===== config.mk =====
export PLATFORM = sky130hd
export DESIGN_NAME = mfp_irq_ctrl
export DESIGN_NICKNAME = d
export VERILOG_FILES = /design/src/rtl/mfp_irq_ctrl.sv
export SDC_FILE = /design/constraint.sdc
export NUM_CORES = 1
export LEC_CHECK = 0
export BUFFER_PORTS_ARGS = -buffer_cell sky130_fd_sc_hd__buf_2
export CORE_MARGIN = 5
export CORE_UTILIZATION = 35
export DETAILED_ROUTE_END_ITERATION = 6
export GPL_TIMING_DRIVEN = 0
export SYNTH_ARGS = -nofsm -noshare
export SYNTH_HDL_FRONTEND = slang
export SYNTH_SLANG_ARGS = --single-unit

===== constraint.sdc =====
create_clock -name CLK -period 4.4 [get_ports CLK]
set_clock_uncertainty 0.15 [all_clocks]
set_input_delay 0.88 -clock CLK [delete_from_list [all_inputs] [get_ports CLK]]
set_output_delay 0.88 -clock CLK [all_outputs]
set_load 0.005 [all_outputs]

===== src/rtl/mfp_irq_ctrl.sv =====
// MFP68901 interrupt controller: 16 prioritised channels with enable/pending/mask/in-service
// registers, an active-low CPU request and the IACK vector handshake.
module mfp_irq_ctrl #(
    parameter int IACK_SYNC = 2
) (
    input  logic        CLK,
    input  logic        RST_N,
    input  logic [15:0] EVT,
    input  logic        WE,
    input  logic [3:0]  REG_SEL,
    input  logic [7:0]  DAT_I,
    output logic [7:0]  DAT_O,
    input  logic        IACK,
    output logic        IRQ_N,
    output logic [7:0]  VEC_O,
    output logic        VEC_VALID
);

    localparam logic [1:0] ST_IDLE  = 2'd0;
    localparam logic [1:0] ST_GRANT = 2'd1;
    localparam logic [1:0] ST_HOLD  = 2'd2;

    logic [15:0] ier_reg, ipr_reg, isr_reg, imr_reg;
    logic [15:0] ipr_next, isr_next;
    logic [15:0] ipr_clr, isr_clr, isr_set;
    logic [7:0]  vr_reg;
    logic [7:0]  dat_o_reg, dat_o_next;
    logic        irq_n_reg;
    logic [7:0]  vec_o_reg;
    logic        vec_valid_reg;
    logic [1:0]  state_reg;
    logic [IACK_SYNC-1:0] iack_sync_reg;
    logic        iack_prev_reg;

    logic [15:0] elig;
    logic [3:0]  top_e, top_isr;
    logic        request, iack_s, iack_rise, grant_hit;

    function automatic logic [3:0] top_idx(input logic [15:0] x);
        top_idx = 4'd0;
        for (int i = 0; i < 16; i++) begin
            if (x[i]) top_idx = 4'(i);
        end
    endfunction

    assign elig    = ipr_reg & imr_reg;
    assign top_e   = top_idx(elig);
    assign top_isr = top_idx(isr_reg);
    // With S set, a channel only interrupts above the highest channel still in service.
    assign request = (elig != 16'h0000) &&
                     (!vr_reg[3] || (isr_reg == 16'h0000) || (top_e > top_isr));

    assign iack_s    = iack_sync_reg[IACK_SYNC-1];
    assign iack_rise = iack_s & ~iack_prev_reg;
    assign grant_hit = (state_reg == ST_GRANT) && request;

    always_comb begin
        ipr_clr = 16'h0000;
        isr_clr = 16'h0000;
        isr_set = 16'h0000;
        if (WE) begin
            case (REG_SEL)
                4'd0: ipr_clr[15:8] = ~DAT_I;
                4'd1: ipr_clr[7:0]  = ~DAT_I;
                4'd2: ipr_clr[15:8] = ~DAT_I;
                4'd3: ipr_clr[7:0]  = ~DAT_I;
                4'd4: isr_clr[15:8] = ~DAT_I;
                4'd5: isr_clr[7:0]  = ~DAT_I;
                4'd8: if (!DAT_I[3]) isr_clr = 16'hFFFF;
                default: ;
            endcase
        end
        if (grant_hit) begin
            ipr_clr[top_e] = 1'b1;
            if (vr_reg[3]) isr_set[top_e] = 1'b1;
        end
    end

    // A new event always beats a same-cycle clear of its pending bit.
    genvar gi;
    generate
        for (gi = 0; gi < 16; gi++) begin : g_chan
            assign ipr_next[gi] = (ipr_reg[gi] & ~ipr_clr[gi]) | (EVT[gi] & ier_reg[gi]);
            assign isr_next[gi] = (isr_reg[gi] & ~isr_clr[gi]) | isr_set[gi];
        end
    endgenerate

    always_comb begin
        dat_o_next = 8'h00;
        case (REG_SEL)
            4'd0: dat_o_next = ier_reg[15:8];
            4'd1: dat_o_next = ier_reg[7:0];
            4'd2: dat_o_next = ipr_reg[15:8];
            4'd3: dat_o_next = ipr_reg[7:0];
            4'd4: dat_o_next = isr_reg[15:8];
            4'd5: dat_o_next = isr_reg[7:0];
            4'd6: dat_o_next = imr_reg[15:8];
            4'd7: dat_o_next = imr_reg[7:0];
            4'd8: dat_o_next = vr_reg;
            default: dat_o_next = 8'h00;
        endcase
    end

    always_ff @(posedge CLK or negedge RST_N) begin
        if (!RST_N) begin
            ier_reg   <= 16'h0000;
            ipr_reg   <= 16'h0000;
            isr_reg   <= 16'h0000;
            imr_reg   <= 16'h0000;
            vr_reg    <= 8'h00;
            dat_o_reg <= 8'h00;
            irq_n_reg <= 1'b1;
        end else begin
            ipr_reg   <= ipr_next;
            isr_reg   <= isr_next;
            dat_o_reg <= dat_o_next;
            irq_n_reg <= ~request;
            if (WE) begin
                case (REG_SEL)
                    4'd0: ier_reg[15:8] <= DAT_I;
                    4'd1: ier_reg[7:0]  <= DAT_I;
                    4'd6: imr_reg[15:8] <= DAT_I;
                    4'd7: imr_reg[7:0]  <= DAT_I;
                    4'd8: vr_reg        <= DAT_I;
                    default: ;
                endcase
            end
        end
    end

    always_ff @(posedge CLK or negedge RST_N) begin
        if (!RST_N) begin
            iack_sync_reg <= '0;
            iack_prev_reg <= 1'b0;
        end else begin
            iack_sync_reg[0] <= IACK;
            for (int i = 1; i < IACK_SYNC; i++) begin
                iack_sync_reg[i] <= iack_sync_reg[i-1];
            end
            iack_prev_reg <= iack_s;
        end
    end

    always_ff @(posedge CLK or negedge RST_N) begin
        if (!RST_N) begin
            state_reg     <= ST_IDLE;
            vec_o_reg     <= 8'h00;
            vec_valid_reg <= 1'b0;
        end else begin
            case (state_reg)
                ST_IDLE: if (iack_rise) state_reg <= ST_GRANT;
                ST_GRANT: begin
                    // A spurious acknowledge leaves the vector invalid until release.
                    if (request) begin
                        vec_o_reg     <= {vr_reg[7:4], top_e};
                        vec_valid_reg <= 1'b1;
                    end
                    state_reg <= ST_HOLD;
                end
                ST_HOLD: begin
                    if (!iack_s) begin
                        vec_valid_reg <= 1'b0;
                        state_reg     <= ST_IDLE;
                    end
                end
                default: state_reg <= ST_IDLE;
            endcase
        end
    end

    assign DAT_O     = dat_o_reg;
    assign IRQ_N     = irq_n_reg;
    assign VEC_O     = vec_o_reg;
    assign VEC_VALID = vec_valid_reg;

endmodule


-- Yosys cells after proc, flatten, opt, wreduce, memory -nomap -nowiden
Cells that the tools add are included.
- $lt $le $gt $ge: 3
- equality and inequality tests: 13
- multiplexer cells: 49
- bitwise operators: 118
- reductions and logical operators: 21
- operators by type and width (cell ; count):
    two-way mux 4 bit ; 26
    two-way mux 16 bit ; 6
    case mux 8 bit (9 select lines) ; 1
    AND 1 bit ; 49
    NOT 1 bit ; 34
    OR 1 bit ; 32
    case mux 8 bit (2 select lines) ; 2
    AND 16 bit ; 1
    == test 4 x 3 -> 1 bit, second input constant ; 4
    zero test 16 bit ; 1
    two-way mux 8 bit ; 2
    OR 16 bit ; 1
    nonzero test 16 bit ; 1
    AND reduction 2 bit ; 7
    == test 4 x 2 -> 1 bit, second input constant ; 2
    two-way mux 2 bit ; 4
    NOT 8 bit ; 1
    inequality test 2 bit, second input constant ; 3
    case mux 2 bit (3 select lines) ; 1
    < comparator 4 x 5 -> 1 bit, second input constant ; 1
    two-way mux 1 bit ; 5
    demux 1 bit (select 4 bit) ; 1
    == test 4 x 1 -> 1 bit, second input constant ; 1
    == test 4 bit, second input constant ; 1
    other kinds (13) ; 17
- flip-flop bits (word level): 95
- bits of input ports: 32
- output and inout port bits: 18
- word-level logic and storage cells: 218

-- Longest topological paths before layout
Gate-level depths: netlist of the first run.
- depth in word-level cells: 25
- mapped depth: 13
- gate-level depth less buffers: 13

-- Least setup slack after synthesis of the first run
No wires, ideal clock.
- path type: register -> register
- start point: register imr_reg[11]
- end point: register ipr_reg[4]
- library setup time: 0.067 ns
- arrival: 2.900 ns
- required time: 4.183 ns
- setup slack: 1.283 ns
- stages on the path, launching flop included: 13
- period minus slack after synthesis: 3.117 ns
- path through: dfrtp_1 a22o_1 o21ai_0 a31oi_1 nor2_1 inv_1 ha_1 nor2b_1 o211a_1 o21ai_0 nand2_1 nand4_1 a32o_1
- cells in the longest elaborated chain, start to end: 15
- elaborated cells between the ends (all ways): 21
- classes of those cells: order compare: 3; mux: 8; bitwise: 5; reduce/logical: 5
- RTL lines (what ; RTL line ; RTL):
    start, declared ; 23 ; logic [15:0] ier_reg, ipr_reg, isr_reg, imr_reg;
    start signal, assigned ; 109 ; imr_reg <= 16'h0000;
    start signal, assigned ; 122 ; 4'd6: imr_reg[15:8] <= DAT_I;
    AND 16 bit * ; 46 ; assign elig = ipr_reg & imr_reg;
    two-way mux 4 bit * (5 in series) ; 42 ; if (x[i]) top_idx = 4'(i);
    named net top_e[1] ; 36 ; logic [3:0] top_e, top_isr;
    < comparator 4 x 5 -> 1 bit (implied by the code) / >= comparator 4 x 1 -> 1 bit (equally long branches) ; 74 ; ipr_clr[top_e] = 1'b1;
    logical AND 1 bit (implied by the code) ; 74 ;
    two-way mux 1 bit (implied by the code) ; 74 ;
    demux 1 bit (select 4 bit) ; 74 ;
    OR 16 bit (no source line) ; -- ;
    two-way mux 16 bit * ; 73 ; if (grant_hit) begin
    NOT 1 bit * ; 83 ; assign ipr_next[gi] = (ipr_reg[gi] & ~ipr_clr[gi]) | (EVT[gi] & ier_reg[gi]);
    AND 1 bit * ; 83 ;
    OR 1 bit * ; 83 ;
    named net ipr_next[4] ; 24 ; logic [15:0] ipr_next, isr_next;
    end signal, assigned ; 114 ; ipr_reg <= ipr_next;
    end, declared ; 23 ;
Mark *: on every way through the listed nets, which the timed path passes. The rest lies on a longest branch.
A chain may end at the register's enable or synchronous reset.

-- Worst setup path after layout of the first run
- start point: register imr_reg[3]
- end point: register ipr_reg[13]
- cells in the longest elaborated chain, start to end: 23
- elaborated cells between the ends (all ways): 29
- classes of those cells: order compare: 3; mux: 16; bitwise: 5; reduce/logical: 5
- RTL lines (what ; RTL line ; RTL):
    start signal, assigned ; 109 ;
    start signal, assigned ; 123 ; 4'd7: imr_reg[7:0] <= DAT_I;
    AND 16 bit * ; 46 ;
    two-way mux 2 bit ; 42 ;
    two-way mux 4 bit (12 in series) ; 42 ;
    < comparator 4 x 5 -> 1 bit (implied by the code) / >= comparator 4 x 1 -> 1 bit (equally long branches) ; 74 ;
    logical AND 1 bit (implied by the code) ; 74 ;
    two-way mux 1 bit (implied by the code) ; 74 ;
    demux 1 bit (select 4 bit) ; 74 ;
    OR 16 bit (no source line) ; -- ;
    two-way mux 16 bit * ; 73 ;
    NOT 1 bit * ; 83 ;
    AND 1 bit * ; 83 ;
    OR 1 bit * ; 83 ;
    named net ipr_next[13] ; 24 ;
Marks and branches as above.

==> results of run 1 <==
==> cell usage in the layout (no fill, tap or decap), types with 3 or more instances in the layout <==
master / n
a32o_1: 17
a222oi_1: 4
o221ai_1: 5
a22o_1: 13
mux2_2: 46
nor2_1: 14
buf_2: 47
a32oi_1: 8
a221oi_1: 8
a22oi_1: 16
nand4_1: 10
ha_1: 4
o21ai_0: 17
inv_1: 10
a31oi_1: 3
a21o_1: 3
nor2b_1: 10
nor4_1: 3
clkbuf_1: 11
a211oi_2: 3
inv_6: 5
a21oi_1: 11
and2_1: 6
nand3_1: 6
nand2b_1: 4
dfrtp_1: 94
nand2_1: 71
o211ai_1: 3
clkbuf_16: 9
nor3_1: 8
==> stage by stage <==
step                hold WS [ns]  instances
detailed placement         0.193        672
finish                     0.204        688
global placement           0.189        671
global route               0.218        688
CTS                        0.210        688
floorplan                  0.181        443
==> metal layers <==
metal	up-vias	share of wire
met3	36	0.063
li1	1846	-
met5	-	0
met1	2066	0.43
met2	185	0.47
met4	0	0.033
==> power breakdown <==
part	internal (mW)	switching (mW)	total, mW
clock	0.396	0.381	0.777
combinational	0.498	0.699	1.20
sequential	1.10	0.242	1.34
==> final timing paths <==
path                            cells past startpoint                        from  slack [ns]                          to
worst max-delay path                               12      imr_reg[3]$_DFFE_PN0P_        0.40       ipr_reg[13]$_DFF_PN0_
max in group asynchronous                           2                       RST_N        3.02     ier_reg[10]$_DFFE_PN0P_
worst min register to register                      0  iack_sync_reg[0]$_DFF_PN0_        0.20  iack_sync_reg[1]$_DFF_PN0_
worst min-delay path                                0  iack_sync_reg[0]$_DFF_PN0_        0.20  iack_sync_reg[1]$_DFF_PN0_
worst max register to register                     12      imr_reg[3]$_DFFE_PN0P_        0.40       ipr_reg[13]$_DFF_PN0_
min in group asynchronous                           1                       RST_N        0.41        isr_reg[4]$_DFF_PN0_
==> logic make-up (layout without fill, tap and decap cells) <==
family | count (synthesis) | after routing
AOI/OAI and AO/OA | 131 | 131
adders and majority gates | 4 | 4
buffers and inverters | 21 | 86
muxes | 48 | 48
and+or+nand+nor | 144 | 144
DFF | 95 | 95
==> worst max-delay path, stage by stage (launching register included) <==
cell       delay, ns
dfrtp_1         0.43
a22o_1          0.26
a31oi_1         0.21
o2111ai_1       0.26
a22oi_1         0.63
a21oi_1         0.13
nor2_1          0.20
ha_1            0.27
nand4_1         0.09
o21a_1          0.21
o21ai_4         0.14
a2111oi_0       0.71
o21ai_0         0.16
==> area by class of cell <==
cell class | instances | area [um2]
inverter | 10 | 37.5
buffer | 11 | 41.3
timing repair buffer | 49 | 270
clock inverter | 7 | 61.3
clock buffer | 9 | 225
fill | 1324 | 8110
tap | 180 | 225
multi-input combinational | 327 | 2370
sequential | 95 | 2380
==> synth_stat cells, drive strengths merged, types with 2 or more instances <==
cell    count  area share
a211oi      4      0.0093
a21o        3      0.0047
a21oi      13       0.017
a221oi      8       0.015
a222oi      4      0.0083
a22o       13       0.024
a22oi      16       0.025
a31o        2      0.0054
a31oi       4      0.0083
a32o       17       0.035
a32oi       8       0.015
and2        6      0.0078
clkbuf     11      0.0086
dfrtp      94        0.49
ha          4       0.010
inv        10      0.0078
mux2       46        0.11
mux2i       2      0.0041
nand2      71       0.055
nand2b      4      0.0052
nand3       6      0.0062
nand4      10       0.013
nor2       14       0.011
nor2b      11       0.016
nor3        8      0.0083
nor4        5      0.0091
nor4b       2      0.0036
o211ai      3      0.0047
o21ai      19       0.022
o21bai      2      0.0031
o221ai      5      0.0091
o31ai       2      0.0031
or3         2      0.0026
==> out/results.txt, run 1 <==
Setup TNS: 0 ns
DRC violations left: 0
Main combinational cell family by area after synthesis: compound AO/OA/AOI/OAI gates
Worst Path Max Fanout: 7
Post-route total power: 3.31 mW
Post-synthesis cell count: 443
Port Buf Inserts: 48
I/O pin count: 50
Syn. warnings: 0
EDFF count, synth: 0
Syn Area/Cell: 10.9 um2
Number of diodes: 0
CTS clock-pin slew for the worst setup and hold paths: 0.07 ns
Main synth FF type: dfrtp_1
Setup Viol. Count Final: 0
H-tree depth: 3
Initial Util: 0.352
Crit start category: flip-flop
Largest net degree at the start of global routing: 52
Die Width: 127 um
CTS resizes: 0
All-Layer GR Usage: 0.199
Final instance area: 0.00561 mm2
PwrDens: 591 mW/mm2
Layout cell share with drive strength beyond 1: 0.248
Post-synthesis sequential area ratio: 0.493
Vias per inst: 6.01
Status: complete, no violations
Final-report max-slew violation count: 0
Clock sinks: 95
Worst EP required: 4.46 ns
Drt total wl: 15.6 mm
Path type of the worst setup path: flip-flop to flip-flop
Core ar.: 0.0137 mm2
Max Fclk: 250 MHz
Synthesized Nets: 479
Synth Cell Area: 0.00482 mm2
Layer with the highest usage: met2
GRT overflow: 0
Clock Tree Buf Depth: 2
Final Wtd Congestion: 0.925
Vias in the first global route: 4158
Max capacitance violation total: 0
Num CTS Buffers: 9
VDD IR max: 0.233 mV
Multiplexer area fraction after synthesis: 0.112
Seq cells post-synth: 95
Final WS setup: 0.398 ns
Vias: 4133
Synth unique cells: 55
Area Overhead vs Synth: 16.2%
DRT Pass-1 Iters: 6
Met3 global-route usage: 0.0322
DIE AREA: 0.0162 mm2
Final Cycle Share: 0.910
Clk Latency, worst-skew pair: 0.37 ns
Fin crit period: 4.00 ns
DIE HEIGHT: 127 um
Hold Path Class: flip-flop to flip-flop
Initial antenna violation count: 0
CTS tree: yes
Simple-gate share of the synthesized area: 0.147
Worst slew pin tran: 1.07 ns
Nets: 539
Placed inst area: 0.00532 mm2
Starting DRT DRC Count: 561
First-pass GRT wire length: 24.6 mm
Post-synthesis compound-gate area fraction: 0.222
XOR/XNOR Fraction of Synth Area: 0
Row count: 43
Arr. time, crit path: 4.06 ns
Layout Utilization: 0.409
Hold Buf Count CTS: 0
Ys async rst share: 1.00
Grt met2 use: 0.313
Post-CTS setup buffers: 0
Root Driver: clkbuf_16
Met1 Use GR: 0.268
RSZ-0062 raised after global routing: false
HPWL after DPL: 11.8 mm
Crit end category: flip-flop
Wirelength per Cell: 22.7 um
Slew HR: 0.280
Pre-CTS setup slack: 0.322 ns
Post-Synth Adder-Cell Area: 0.0104
P_leak: 2.34 nW
Final count of hold timing violations: 0
Antenna viol nets, final: 0
Note: power is estimated with default switching activity, not from simulation.
==> run 2, diff against run 1 <==
- ABC_AREA: unset -> 1
==> out/results.txt, run 2 <==
Layout cell share with drive strength beyond 1: 0.162 (was 0.248)
Final Cycle Share: 0.802 (was 0.910)
Vias per inst: 5.38 (was 6.01)
First-pass GRT wire length: 23.7 mm (was 24.6 mm)
Sw Pwr: 1.20 mW (was 1.32 mW)
H-tree depth: 3 (unchanged)
Worst flop-to-flop path endpoint: ipr_reg[2]$_DFF_PN0_ (was ipr_reg[13]$_DFF_PN0_)
Grt met2 use: 0.307 (was 0.313)
Delay-heaviest family, CP: compound AO/OA/AOI/OAI gates (unchanged)
CP max stage delay: 0.43 ns (was 0.71 ns)
Num CTS Buffers: 9 (unchanged)
Met3 global-route usage: 0.0470 (was 0.0322)
Max capacitance violation total: 0 (unchanged)
DRC violations left: 0 (unchanged)
Setup Viol. Count Final: 0 (unchanged)
Top-count cell post-synth: nand2_1 (was dfrtp_1)
Root Driver: clkbuf_16 (unchanged)
EDFF count, synth: 0 (unchanged)
Synthesized Nets: 595 (was 479)
Final Wtd Congestion: 0.981 (was 0.925)
R2r startpoint: isr_reg[1]$_DFF_PN0_ (was imr_reg[3]$_DFFE_PN0P_)
Syn Area/Cell: 8.43 um2 (was 10.9 um2)
Crit end category: flip-flop (unchanged)
PwrDens: 566 mW/mm2 (was 591 mW/mm2)
Commonest cells after routing, fill and taps aside: nand2_1, dfrtp_1, o21ai_0 (was dfrtp_1, nand2_1, buf_2)
Vias in the first global route: 4381 (was 4158)
Starting DRT DRC Count: 358 (was 561)
CTS resizes: 0 (unchanged)
Hold Path Class: flip-flop to flip-flop (unchanged)
Nets: 656 (was 539)
Flop pwr share: 0.419 (was 0.404)
Number of diodes: 0 (unchanged)
Critical path's slowest cell: nor3_2 (was a2111oi_0)
HPWL after DPL: 11.2 mm (was 11.8 mm)
Syn. warnings: 0 (unchanged)
Drt total wl: 14.6 mm (was 15.6 mm)
Slew HR: 0.472 (was 0.280)
Status: complete, no violations (unchanged)
Crit start category: flip-flop (unchanged)
Worst EP required: 4.50 ns (was 4.46 ns)
Wirelength per Cell: 18.2 um (was 22.7 um)
Port Buf Inserts: 49 (was 48)
Path type of the worst setup path: flip-flop to flip-flop (unchanged)
P_leak: 2.63 nW (was 2.34 nW)
Layer with the highest usage: met2 (unchanged)
Area contributors post-synth: dfrtp_1, nand2_1, o21ai_0, inv_1, a221oi_1 (was dfrtp_1, mux2_2, nand2_1, a32o_1, a22oi_1)
RSZ-0062 raised after global routing: false (unchanged)
All-Layer GR Usage: 0.191 (was 0.199)
Synth top area share: 0.499 (was 0.488)
Sw Ratio: 0.386 (was 0.399)
Clock group share of total power: 0.238 (was 0.235)
Initial antenna violation count: 0 (unchanged)
Area Overhead vs Synth: 16.4% (was 16.2%)
CP Cell Sequence: inv_1 -> o21ai_0 -> a21oi_1 -> o21ai_0 -> a21oi_1 -> o21ai_0 -> a21oi_1 -> o21ai_0 -> ha_1 -> nand2_1 -> o21ai_0 -> nand3_2 -> nand3_2 -> nor3_2 -> nand4_1 -> nand2_1 -> nand2_1 (was a22o_1 -> a31oi_1 -> o2111ai_1 -> a22oi_1 -> a21oi_1 -> nor2_1 -> ha_1 -> nand4_1 -> o21a_1 -> o21ai_4 -> a2111oi_0 -> o21ai_0)
Row count: 42 (was 43)
Final count of hold timing violations: 0 (unchanged)
CTS clock-pin slew for the worst setup and hold paths: 0.07 ns (about the same)
Antenna viol nets, final: 0 (unchanged)
Vias: 4308 (was 4133)
Post-synthesis cell count: 559 (was 443)
GRT overflow: 0 (unchanged)
Placed cells: 785 (was 672)
Hold path startpoint: iack_sync_reg[0]$_DFF_PN0_ (unchanged)
Clock Tree Buf Depth: 2 (unchanged)
Synth top cells by count: nand2_1, dfrtp_1, o21ai_0 (was dfrtp_1, nand2_1, mux2_2)
CTS tree: yes (unchanged)
Main synth FF type: dfrtp_1 (unchanged)
Hold EP: iack_sync_reg[1]$_DFF_PN0_ (unchanged)
Arr. time, crit path: 3.63 ns (was 4.06 ns)
Setup TNS: 0 ns (unchanged)
Largest net degree at the start of global routing: 59 (was 52)
Commonest non-fill, non-tap cell in the layout: nand2_1 (was dfrtp_1)
Clock sinks: 95 (unchanged)
Met1 Use GR: 0.246 (was 0.268)
Max Fclk: 283 MHz (was 250 MHz)
Seq cells post-synth: 95 (unchanged)
Worst slew pin tran: 0.786 ns (was 1.07 ns)
Initial Util: 0.356 (was 0.352)
Synth Cell Area: 0.00471 mm2 (was 0.00482 mm2)
Fin crit period: 3.53 ns (was 4.00 ns)
DIE HEIGHT: 126 um (was 127 um)
Comb pwr share: 0.343 (was 0.361)
Largest area contributor in the netlist: dfrtp_1 (unchanged)
Synth unique cells: 40 (was 55)
Hold Buf Count CTS: 0 (unchanged)
Post-synthesis sequential area ratio: 0.505 (was 0.493)
Critical path buffer and inverter count: 1 (was 0)
Post-CTS setup buffers: 0 (unchanged)
DIE AREA: 0.0159 mm2 (was 0.0162 mm2)
Core ar.: 0.0132 mm2 (was 0.0137 mm2)
Worst Path Max Fanout: 6 (was 7)
Final-report max-slew violation count: 0 (unchanged)
Clk Latency, worst-skew pair: 0.35 ns (was 0.37 ns)
DRT Pass-1 Iters: 5 (was 6)
Post-route non-filler standard cell count: 801 (was 688)
Ys async rst share: 1.00 (unchanged)
Most common cell on crit path: o21ai_0
Die Width: 126 um (was 127 um)
Hold path depth: 0 (unchanged)
VDD IR max: 0.232 mV (was 0.233 mV)
I/O pin count: 50 (unchanged)
Reg2reg setup slack: 0.87 ns (was 0.40 ns)
Worst r2r path cells: 17 (was 12)
Internal power: 1.91 mW (was 1.99 mW)
Hold slack: 0.201 ns (was 0.204 ns)
==> run 2: cell types whose count changed after synthesis, sizes merged, moves of 12 or more <==
cell,previous run,this run
a22o,13,1
a32o,17,0
nand3,6,20
a22oi,16,0
o21ai,19,57
nand2,71,180
mux2,46,0
inv,10,55
==> run 2: power by group through the flow <==
stage | clock (mW) | combinational (mW) | sequential [mW]
after detailed placement | 0 | 1.06 | 1.31
after floorplan | 0 | 0.724 | 1.27
after global placement | 0 | 1.03 | 1.30
final | 0.738 | 1.07 | 1.30
after CTS | 0.754 | 1.06 | 1.30
after global routing | 0.799 | 1.22 | 1.33
==> run 2: cell families after synthesis <==
logic type | synth area share
AO/OA/AOI/OAI | 0.179
AND/OR/NAND/NOR | 0.246
flip-flops | 0.505
adder cells (fa/ha/maj) | 0.0106
buffers and inverters | 0.0597
==> run 2: per-stage QoR <==
step / total power, mW / setup slack, ns / cell area [um2] / utilization
4_1_cts: 3.11 / 1.00 / 5490 / 0.414
2_1_floorplan: 1.99 / 1.64 / 4710 / -
3_3_place_gp: 2.34 / 1.09 / 5180 / 0.391
6_report: 3.11 / 0.871 / 5490 / 0.414
3_5_place_dp: 2.37 / 1.05 / 5210 / 0.393
5_1_grt: 3.35 / 0.608 / 5490 / 0.414
==> run 2: how the worst max path moves through the flow <==
stage,slack [ns],to,cells after the start,from
final,0.87,ipr_reg[2]$_DFF_PN0_,17,isr_reg[1]$_DFF_PN0_
after detailed placement,1.05,ipr_reg[2]$_DFF_PN0_,17,imr_reg[3]$_DFFE_PN0P_
after CTS,1.00,ipr_reg[2]$_DFF_PN0_,17,imr_reg[3]$_DFFE_PN0P_
after floorplan,1.64,ipr_reg[4]$_DFF_PN0_,18,imr_reg[6]$_DFFE_PN0P_
after global routing,0.61,ipr_reg[8]$_DFF_PN0_,28,imr_reg[1]$_DFFE_PN0P_
after global placement,1.09,ipr_reg[10]$_DFF_PN0_,17,imr_reg[3]$_DFFE_PN0P_
==> run 2: area by class of cell <==
class	instances	area (um2)
Inverter	56	210
Sequential cell	95	2380
Clock buffer	12	246
Clock inverter	4	31.3
Fill cell	1385	7760
Timing Repair Buffer	50	275
Tap cell	176	220
Multi-Input combinational cell	394	2050
Buffer	14	71.3
==> run 2: metal layers <==
layer	wire length, um	vias to the layer above
met5	0	-
met4	426	0
met3	825	27
met2	6970	174
met1	6370	2073
li1	-	2034
==> run 3, diff against run 2 <==
- clock period: 4.4 -> 3.58 ns (I/O delays scaled with it)
==> out/results.txt, run 3 (synthesized netlist as in run 2, its figures left out) <==
Commonest cells after routing, fill and taps aside: nand2_1, dfrtp_1, o21ai_0 (unchanged)
Vias: 4326 (was 4308)
P_leak: 2.66 nW (was 2.63 nW)
Clk Latency, worst-skew pair: 0.35 ns (about the same)
GRT overflow: 0 (unchanged)
Core ar.: 0.0132 mm2 (unchanged)
Wirelength per Cell: 18.2 um (about the same)
H-tree depth: 3 (unchanged)
Antenna viol nets, final: 0 (unchanged)
Setup TNS: 0 ns (unchanged)
CP max stage delay: 0.38 ns (was 0.43 ns)
Layout cell share with drive strength beyond 1: 0.167 (was 0.162)
CTS clock-pin slew for the worst setup and hold paths: 0.07 ns (about the same)
Worst slew pin tran: 0.820 ns (was 0.786 ns)
Vias per inst: 5.38 (about the same)
CTS tree: yes (unchanged)
PwrDens: 699 mW/mm2 (was 566 mW/mm2)
Row count: 42 (unchanged)
DIE HEIGHT: 126 um (unchanged)
Worst Path Max Fanout: 10 (was 6)
CP Cell Sequence: inv_1 -> o21ai_0 -> a21oi_1 -> o21ai_0 -> a21oi_1 -> o21ai_0 -> a21oi_1 -> o21ai_0 -> ha_1 -> nand2_1 -> o21ai_1 -> nand3_2 -> nand3_4 -> buf_6 -> nor3_4 -> nand4_1 -> nand2_1 -> nand2_1 (was inv_1 -> o21ai_0 -> a21oi_1 -> o21ai_0 -> a21oi_1 -> o21ai_0 -> a21oi_1 -> o21ai_0 -> ha_1 -> nand2_1 -> o21ai_0 -> nand3_2 -> nand3_2 -> nor3_2 -> nand4_1 -> nand2_1 -> nand2_1)
Port Buf Inserts: 49 (unchanged)
DRT Pass-1 Iters: 5 (unchanged)
Root Driver: clkbuf_16 (unchanged)
Vias in the first global route: 4381 (unchanged)
All-Layer GR Usage: 0.191 (unchanged)
Area Overhead vs Synth: 17.6% (was 16.4%)
Hold Path Class: primary input to asynchronous set/reset pin (was flip-flop to flip-flop)
Drt total wl: 14.6 mm (about the same)
Worst EP required: 3.67 ns (was 4.50 ns)
Max capacitance violation total: 0 (unchanged)
Clock sinks: 95 (unchanged)
Fin crit period: 3.46 ns (was 3.53 ns)
Post-route non-filler standard cell count: 804 (was 801)
Critical path's slowest cell: dfrtp_1 (was nor3_2)
Nets: 659 (was 656)
Placed cells: 785 (unchanged)
Delay-heaviest family, CP: compound AO/OA/AOI/OAI gates (unchanged)
Slew HR: 0.449 (was 0.472)
Placed inst area: 0.00521 mm2 (unchanged)
DIE AREA: 0.0159 mm2 (unchanged)
Initial Util: 0.356 (unchanged)
Commonest non-fill, non-tap cell in the layout: nand2_1 (unchanged)
Largest net degree at the start of global routing: 59 (unchanged)
Critical path buffer and inverter count: 2 (was 1)
Max Fclk: 289 MHz (was 283 MHz)
First-pass GRT wire length: 23.7 mm (unchanged)
Post-route total power: 3.88 mW (was 3.11 mW)
I/O pin count: 50 (unchanged)
Layout Utilization: 0.419 (was 0.414)
Starting DRT DRC Count: 346 (was 358)
Final instance area: 0.00554 mm2 (was 0.00549 mm2)
Final Cycle Share: 0.965 (was 0.802)
Crit start category: flip-flop (unchanged)
HPWL after DPL: 11.2 mm (unchanged)
Num CTS Buffers: 9 (unchanged)
R2r startpoint: isr_reg[1]$_DFF_PN0_ (unchanged)
VDD IR max: 0.285 mV (was 0.232 mV)
Final count of hold timing violations: 0 (unchanged)
Final-report max-slew violation count: 0 (unchanged)
Die Width: 126 um (unchanged)
Fillcell total: 1378 (was 1385)
Final Wtd Congestion: 0.981 (unchanged)
RSZ-0062 raised after global routing: false (unchanged)
Most common cell on crit path: o21ai_0 (unchanged)
Status: complete, no violations (unchanged)
Initial antenna violation count: 0 (unchanged)
Path type of the worst setup path: flip-flop to flip-flop (unchanged)
Setup Viol. Count Final: 0 (unchanged)
DRC violations left: 0 (unchanged)
Arr. time, crit path: 3.54 ns (was 3.63 ns)
Number of diodes: 0 (unchanged)
Clock Tree Buf Depth: 2 (unchanged)
Crit end category: flip-flop (unchanged)
Worst setup path startpoint: isr_reg[1]$_DFF_PN0_ (unchanged)
[run 3: stage by stage]
step	hold slack (ns)	setup WS (ns)
2_1_floorplan	0.181	0.817
3_3_place_gp	0.189	0.266
3_5_place_dp	0.189	0.226
4_1_cts	0.201	0.184
5_1_grt	0.217	0.0199
6_report	0.181	0.125
[run 3: timing repair]
action                     4_1_cts  5_1_grt
buffers inserted                 0        3
gates resized for setup          0        9
hold buffers                     0        0
setup endpoints to repair        0       29
[run 3: area by class of cell]
cell class                      instances  area, um2  area share
Sequential cell                        95       2380       0.429
Multi-Input combinational cell        394       2090       0.376
Timing Repair Buffer                   53        298      0.0537
Clock buffer                           12        246      0.0445
Tap cell                              176        220      0.0397
Inverter                               56        210      0.0379
Buffer                                 14       73.8      0.0133
Clock inverter                          4       31.3     0.00564
[run 3: power breakdown]
part           total [mW]  switching [mW]  leakage (nW)  internal, mW
Clock               0.907           0.416         0.125         0.491
Sequential           1.60           0.222          1.16          1.38
Combinational        1.37           0.869          1.38         0.499
[run 3: path summary, 6_finish.rpt]
path | to | slack (ns) | cells after the start
max | ipr_reg[6]$_DFF_PN0_ | 0.12 | 18
min | isr_reg[3]$_DFF_PN0_ | 0.18 | 1
max reg2reg | ipr_reg[6]$_DFF_PN0_ | 0.12 | 18
min reg2reg | iack_sync_reg[1]$_DFF_PN0_ | 0.20 | 0
max in group asynchronous | VEC_O[6]$_DFFE_PN0P_ | 2.42 | 2
min in group CLK | iack_sync_reg[1]$_DFF_PN0_ | 0.20 | 0
[run 3: per-layer routing]
layer / wire length, um / track usage / part of all wire / up-vias
li1: - / - / - / 2041
met2: 6970 / 0.307 / 0.48 / 172
met3: 933 / 0.0470 / 0.064 / 29
met4: 446 / 0.0839 / 0.031 / 0
met1: 6260 / 0.246 / 0.43 / 2084
met5: 0 / 0 / 0 / -
[run 3: worst register-to-register path, stage by stage (launching register included)]
cell     delay, ns
dfrtp_1       0.38
inv_1         0.10
o21ai_0       0.28
a21oi_1       0.10
o21ai_0       0.28
a21oi_1       0.11
o21ai_0       0.26
a21oi_1       0.10
o21ai_0       0.21
ha_1          0.26
nand2_1       0.06
o21ai_1       0.07
nand3_2       0.11
nand3_4       0.10
buf_6         0.17
nor3_4        0.24
nand4_1       0.18
nand2_1       0.11
nand2_1       0.05
